==> src/rtl/tetris_pkg.sv <==
// tetris_pkg: shared command codes, source indices and gravity helpers for the Tetris controller.
// Provides command code constants, source indices in arbitration priority order
// (lowest index wins), the level width, the output slot state type and the
// gravity period calculation.
package tetris_pkg;
    localparam int LEVEL_W   = 4;
    localparam int NUM_SRC   = 5;
    localparam int SRC_UP    = 0;
    localparam int SRC_LEFT  = 1;
    localparam int SRC_RIGHT = 2;
    localparam int SRC_DOWN  = 3;
    localparam int SRC_GRAV  = 4;
    localparam logic [2:0] CMD_IDLE  = 3'b000;
    localparam logic [2:0] CMD_GRAV  = 3'b001;
    localparam logic [2:0] CMD_DOWN  = 3'b011;
    localparam logic [2:0] CMD_LEFT  = 3'b101;
    localparam logic [2:0] CMD_RIGHT = 3'b110;
    localparam logic [2:0] CMD_ROT   = 3'b111;
    typedef enum logic {EMPTY, FULL} slot_t;
    function automatic logic [2:0] cmd_of(input logic [2:0] src);
        return src == 3'(SRC_UP)    ? CMD_ROT :
               src == 3'(SRC_LEFT)  ? CMD_LEFT :
               src == 3'(SRC_RIGHT) ? CMD_RIGHT :
               src == 3'(SRC_DOWN)  ? CMD_DOWN : CMD_GRAV;
    endfunction
    // max(base - lvl*step, floor_p) without wrapping below zero
    function automatic logic [31:0] gravity_period(input logic [LEVEL_W-1:0] lvl,
                                                   input logic [31:0] base,
                                                   input logic [31:0] step,
                                                   input logic [31:0] floor_p);
        logic [31:0] drop;
        drop = 32'(lvl) * step;
        return (base > drop && base - drop > floor_p) ? base - drop : floor_p;
    endfunction
endpackage

==> src/rtl/repeat_timer.sv <==
// repeat_timer: key edge detector with delayed auto-repeat.
// Ports: clk, rst (async, active-high); key = key level; hold = force idle (game over);
// req = one-cycle request on the press edge, DAS_CYCLES after the press, then every ARR_CYCLES.
module repeat_timer #(
    parameter int DAS_CYCLES = 20_000_000,
    parameter int ARR_CYCLES = 5_000_000
) (
    input  logic clk,
    input  logic rst,
    input  logic key,
    input  logic hold,
    output logic req
);
    logic        prev, rep;
    logic [31:0] cnt, target;
    assign target = rep ? 32'(ARR_CYCLES) : 32'(DAS_CYCLES);
    assign req    = ~hold & key & (~prev | (cnt == target));
    // cnt holds cycles since the press (or since the last repeat); rep selects the ARR interval
    always_ff @(posedge clk or posedge rst) begin
        if (rst) begin
            prev <= 1'b0;
            rep  <= 1'b0;
            cnt  <= '0;
        end else begin
            prev <= key;
            if (hold || !key) begin
                cnt <= '0;
                rep <= 1'b0;
            end else begin
                cnt <= (!prev || cnt == target) ? 32'd1 : cnt + 32'd1;
                rep <= prev && (rep || cnt == target);
            end
        end
    end
endmodule

==> src/rtl/move_scheduler.sv <==
// move_scheduler: merges key requests and the gravity tick into one valid/ready command stream.
// Ports: clk, rst (async, active-high); left/right/down/up = key levels; score = current score;
// fail = game over; cmd_ready = engine accepts; cmd_valid/cmd = offered command; level = gravity level.
module move_scheduler
    import tetris_pkg::*;
#(
    parameter int GRAVITY_BASE = 50_000_000,
    parameter int GRAVITY_STEP = 3_000_000,
    parameter int GRAVITY_MIN  = 5_000_000,
    parameter int DAS_CYCLES   = 20_000_000,
    parameter int ARR_CYCLES   = 5_000_000,
    parameter int AGE_LIMIT    = 4
) (
    input  logic               clk,
    input  logic               rst,
    input  logic               left,
    input  logic               right,
    input  logic               down,
    input  logic               up,
    input  logic [6:0]         score,
    input  logic               fail,
    input  logic               cmd_ready,
    output logic               cmd_valid,
    output logic [2:0]         cmd,
    output logic [LEVEL_W-1:0] level
);
    logic [NUM_SRC-1:0] req, pend, take;
    logic [31:0]        gcnt, period;
    logic [2:0]         age, win;
    logic               up_prev, load;
    slot_t              state;

    repeat_timer #(.DAS_CYCLES(DAS_CYCLES), .ARR_CYCLES(ARR_CYCLES)) u_left (
        .clk(clk), .rst(rst), .key(left), .hold(fail), .req(req[SRC_LEFT]));
    repeat_timer #(.DAS_CYCLES(DAS_CYCLES), .ARR_CYCLES(ARR_CYCLES)) u_right (
        .clk(clk), .rst(rst), .key(right), .hold(fail), .req(req[SRC_RIGHT]));
    repeat_timer #(.DAS_CYCLES(DAS_CYCLES), .ARR_CYCLES(ARR_CYCLES)) u_down (
        .clk(clk), .rst(rst), .key(down), .hold(fail), .req(req[SRC_DOWN]));

    assign req[SRC_UP]   = ~fail & up & ~up_prev;
    assign req[SRC_GRAV] = ~fail & (gcnt == period - 32'd1);

    // lowest pending index wins, unless gravity has waited through AGE_LIMIT key grants
    always_comb begin
        win = 3'(SRC_GRAV);
        for (int i = NUM_SRC - 1; i >= 0; i--) if (pend[i]) win = 3'(i);
        if (pend[SRC_GRAV] && 32'(age) >= 32'(AGE_LIMIT)) win = 3'(SRC_GRAV);
    end

    // a load happens into an empty slot or on the same edge the current command transfers
    assign load = ~fail & (|pend) & (state == EMPTY || cmd_ready);
    assign take = load ? ({{(NUM_SRC-1){1'b0}}, 1'b1} << win) : '0;

    always_ff @(posedge clk or posedge rst) begin
        if (rst) begin
            pend      <= '0;
            up_prev   <= 1'b0;
            gcnt      <= '0;
            period    <= gravity_period('0, 32'(GRAVITY_BASE), 32'(GRAVITY_STEP), 32'(GRAVITY_MIN));
            level     <= '0;
            age       <= '0;
            state     <= EMPTY;
            cmd_valid <= 1'b0;
            cmd       <= CMD_IDLE;
        end else begin
            up_prev <= up;
            level   <= LEVEL_W'(score >> 3);
            // new requests are OR-ed in after the grant clear, so a same-edge re-request survives
            pend    <= fail ? '0 : (pend & ~take) | req;
            if (fail) begin
                gcnt <= '0;
            end else if (req[SRC_GRAV]) begin
                gcnt   <= '0;
                period <= gravity_period(level, 32'(GRAVITY_BASE), 32'(GRAVITY_STEP), 32'(GRAVITY_MIN));
            end else begin
                gcnt <= gcnt + 32'd1;
            end
            if (load) age <= (win == 3'(SRC_GRAV)) ? 3'd0 : age + {2'b00, pend[SRC_GRAV]};
            if (load) begin
                state     <= FULL;
                cmd_valid <= 1'b1;
                cmd       <= cmd_of(win);
            end else if (state == FULL && cmd_ready) begin
                state     <= EMPTY;
                cmd_valid <= 1'b0;
                cmd       <= CMD_IDLE;
            end
        end
    end
endmodule

==> config.mk <==
export PLATFORM = sky130hd
export DESIGN_NAME = move_scheduler
export DESIGN_NICKNAME = d
export VERILOG_FILES = /design/src/rtl/tetris_pkg.sv /design/src/rtl/repeat_timer.sv /design/src/rtl/move_scheduler.sv
export SDC_FILE = /design/constraint.sdc
export NUM_CORES = 1
export LEC_CHECK = 0
export ABC_AREA = 1
export CAP_MARGIN = 15
export CORE_ASPECT_RATIO = 0.5
export CORE_MARGIN = 5
export CORE_UTILIZATION = 60
export CTS_CLUSTER_SIZE = 28
export DETAILED_ROUTE_END_ITERATION = 8
export GPL_ROUTABILITY_DRIVEN = 0
export PLACE_DENSITY = 0.76
export SYNTH_ARGS = -nofsm -noshare
export SYNTH_HDL_FRONTEND = slang
export SYNTH_SLANG_ARGS = --single-unit
==> constraint.sdc <==
create_clock -name clk -period 11.7 [get_ports clk]
set_input_delay 2.34 -clock clk [delete_from_list [all_inputs] [get_ports clk]]
set_output_delay 2.34 -clock clk [all_outputs]
set_load 0.03 [all_outputs]
==> flow_summary.json <==
{
  "cp_slowest_cell": "nand2_1",
  "cts_buffers": 17,
  "synthesis.nets": 1706,
  "regToRegSetupSlack_ns": 7.43,
  "worst_setup_path_start_kind": "input port",
  "vias": 10771,
  "avgSynthCellArea_um2": 7.13,
  "grt_max_degree": 104,
  "cts-resized-gates": 0,
  "report.final.slew_viol_count": 0,
  "synth_area_leaders": "dfrtp_1 34%, nand2_1 12%, inv_1 7.5%, nor2_1 7.3%, nand3_1 4.8%",
  "clock_sinks": 172,
  "period_needed_ns": 5.15,
  "fmax_ghz": 0.194,
  "final.setup.tns_ns": 0,
  "slowest_delay_ns": 0.75,
  "period_share": 0.440,
  "synth_edf_count": 0,
  "rsz0062_at_grt": "no",
  "synth-async-reset-ratio": 1.00,
  "clk_pin_slew_ns": 0.07,
  "htreeDepth": 4,
  "clock_latency_ns": 0.43,
  "hold_path.class": "flop to flop",
  "hold_viol_final": 0,
  "cts_hold_buffers": 0,
  "cp_top_family": "simple AND/OR/NAND/NOR gates",
  "ys_ff_latch": 172,
  "crit_required_ns": 11.99,
  "ant_nets": 0,
  "io_pins": 23,
  "worstSetupPathType": "input port to flop",
  "setup_viol": 0,
  "status": "complete, no violations",
  "hpwl_um": 20600,
  "cap_violations": 0,
  "synthCells": 1647,
  "grt_pass1_vias": 10369,
  "synth_compound_area_frac": 0.0754,
  "power_mw": 1.51,
  "slew_headroom": 0.400,
  "drive_gt1_frac": 0.0780,
  "core.rowCount": 36,
  "drt_wl_total_um": 27600,
  "drc_errors": 0,
  "die_h_um": 109,
  "initial_core_util": 0.607,
  "dr.pass1.iters": 7,
  "leakage_nw": 5.70,
  "synth_ff_type": "dfrtp_1",
  "die_w_um": 208,
  "crit_chain": "clkdlybuf4s50_1, a21oi_1, o211ai_1, nor3_1, nand2_1, nor2_1, nand3_1, nor2_1, nand3_1, nor2_1, nand2_2, nand2_1, nor2_1",
  "port-buffer-count": 19,
  "synth_largest_area_cell": "dfrtp_1",
  "peakVddDrop_mv": 0.0923,
  "viasPerCell": 5.53,
  "synthSimpleGateAreaFrac": 0.363,
  "grt_pass1_wl_um": 47300,
  "synth_mux_area_frac": 0,
  "ys_seq_area_frac": 0.368,
  "track_usage": 0.249,
  "ys_warn_count": 0,
  "synth_adder_area_share": 0.0488,
  "clockRootBuffer": "clkbuf_16",
  "yosysTopAreaCellShare": 0.341,
  "first_iter_violations": 961,
  "final_nets": 1726,
  "syn_area_um2": 11700,
  "cts_tree": "built",
  "clock_path_buffers": 2,
  "setup_slack_ns": 6.55,
  "critPathMostFrequentCell": "nor2_1",
  "worst_pin_slew_ns": 0.900,
  "cellPowerDensity_nw_per_um2": 118,
  "antenna_found_initial": 0,
  "post_cts_buffers": 0,
  "critical_path_arrival_ns": 5.44,
  "fin_skew_ns": 0.0107,
  "post-route-util": 0.660,
  "coreArea_um2": 19400,
  "critPathBufInv": 1,
  "ys_types": 49,
  "worstPathMaxFanout": 34,
  "post-place-ws_ns": 6.13,
  "fp.dieArea_um2": 22700,
  "crit_path_end_kind": "flop",
  "insertedDiodeCount": 0,
  "syn_to_final_growth_pct": 8.80,
  "post_drt_wl_per_cell_um": 14.2,
  "yosys.area_share.xor_xnor": 0.0567,
  "grt_overflow": 0,
  "synth_top_family_by_area": "simple AND/OR/NAND/NOR gates"
}
## final timing paths
| check | startpoint | cells past startpoint | to |
|---|---|---|---|
| setup / recovery | fail | 13 | gcnt[31]$_DFF_PP0_ |
| hold / removal | gcnt[0]$_DFF_PP0_ | 1 | gcnt[0]$_DFF_PP0_ |
| setup reg to reg | level[2]$_DFF_PP0_ | 25 | period[24]$_DFFE_PP0P_ |
| hold reg to reg | gcnt[0]$_DFF_PP0_ | 1 | gcnt[0]$_DFF_PP0_ |
| max in group asynchronous | rst | 3 | period[24]$_DFFE_PP0P_ |
| min in group asynchronous | rst | 2 | u_right.cnt[28]$_DFF_PP0_ |
## worst reg2reg max path, delay by kind of cell (launching register included)
family	cells	cell delay, ns
compound gates	1	0.14
xor+xnor	1	0.18
fa+ha+maj	3	0.95
buf+inv	2	0.15
flops	1	0.55
simple gates	18	2.21
## where the power goes
part           internal [mW]  total (mW)  switching [mW]
combinational         0.0962       0.310           0.214
clock                  0.326       0.584           0.258
sequential             0.602       0.611         0.00828
## Yosys cell counts (all sizes together) (5+ instances only)
master    n
dfstp    12
nor2    244
nor3     85
nand4    47
nand3   122
nor3b    12
xor2     56
dfrtp   160
a211oi    5
nor4     23
xnor2    20
clkbuf    8
or2       9
inv     245
o21ai    62
buf      12
nand2   382
a21oi    63
ha       41
## metal layers
layer | track usage | wire length (um) | vias to the layer above
met4 | 0.0801 | 611 | 0
met5 | 0 | 0 | -
met3 | 0.0368 | 1110 | 56
met2 | 0.445 | 13200 | 280
met1 | 0.317 | 12700 | 5049
li1 | - | - | 5386
## metrics by stage
| step | area (um^2) | std cells | hold WS, ns |
|---|---|---|---|
| 6_report | 12800 | 1946 | 0.462 |
| 5_1_grt | 12800 | 1946 | 0.480 |
| 4_1_cts | 12800 | 1946 | 0.466 |
| 3_5_place_dp | 12200 | 1914 | 0.457 |
| 3_3_place_gp | 12200 | 1914 | 0.446 |
| 2_1_floorplan | 11700 | 1647 | 0.433 |
## flip-flops by register name, indices dropped and copies added (netlist names)
signal        flops
u_down.cnt       32
state             1
level             4
pend              5
cmd               3
u_right.prev      1
u_down.prev       1
u_down.rep        1
u_right.cnt      32
period           21
u_left.prev       1
u_left.rep        1
u_right.rep       1
u_left.cnt       32
age               3
up_prev           1
gcnt             32
## layout make-up
cell class | instances | area (um^2)
Clock inverter | 13 | 156
Timing Repair Buffer | 21 | 205
Tap cell | 266 | 333
Fill cell | 1691 | 6590
Multi-Input combinational cell | 1207 | 6390
Sequential cell | 172 | 4320
Clock buffer | 19 | 443
Inverter | 248 | 936
## logic make-up after synthesis
logic type,after synthesis
flops,172
buf+inv,268
fa+ha+maj,44
xor+xnor,76
compound gates,156
simple gates,931
## layout by cell type (no fill, tap or decap), types with 4 or more instances in the layout
master / n
a211oi_1: 5
a21oi_1: 61
clkbuf_16: 17
clkdlybuf4s50_1: 19
dfrtp_1: 160
dfstp_2: 12
ha_1: 41
inv_1: 235
inv_2: 9
inv_6: 6
nand2_1: 360
nand2_2: 20
nand3_1: 112
nand3_2: 10
nand4_1: 47
nor2_1: 227
nor2_2: 14
nor3_1: 74
nor3_2: 11
nor3b_1: 11
nor4_1: 21
o21a_1: 4
o21ai_0: 51
o21ai_1: 9
or2_2: 9
xnor2_1: 20
xor2_1: 56
Power figures use the tool's default switching activity.
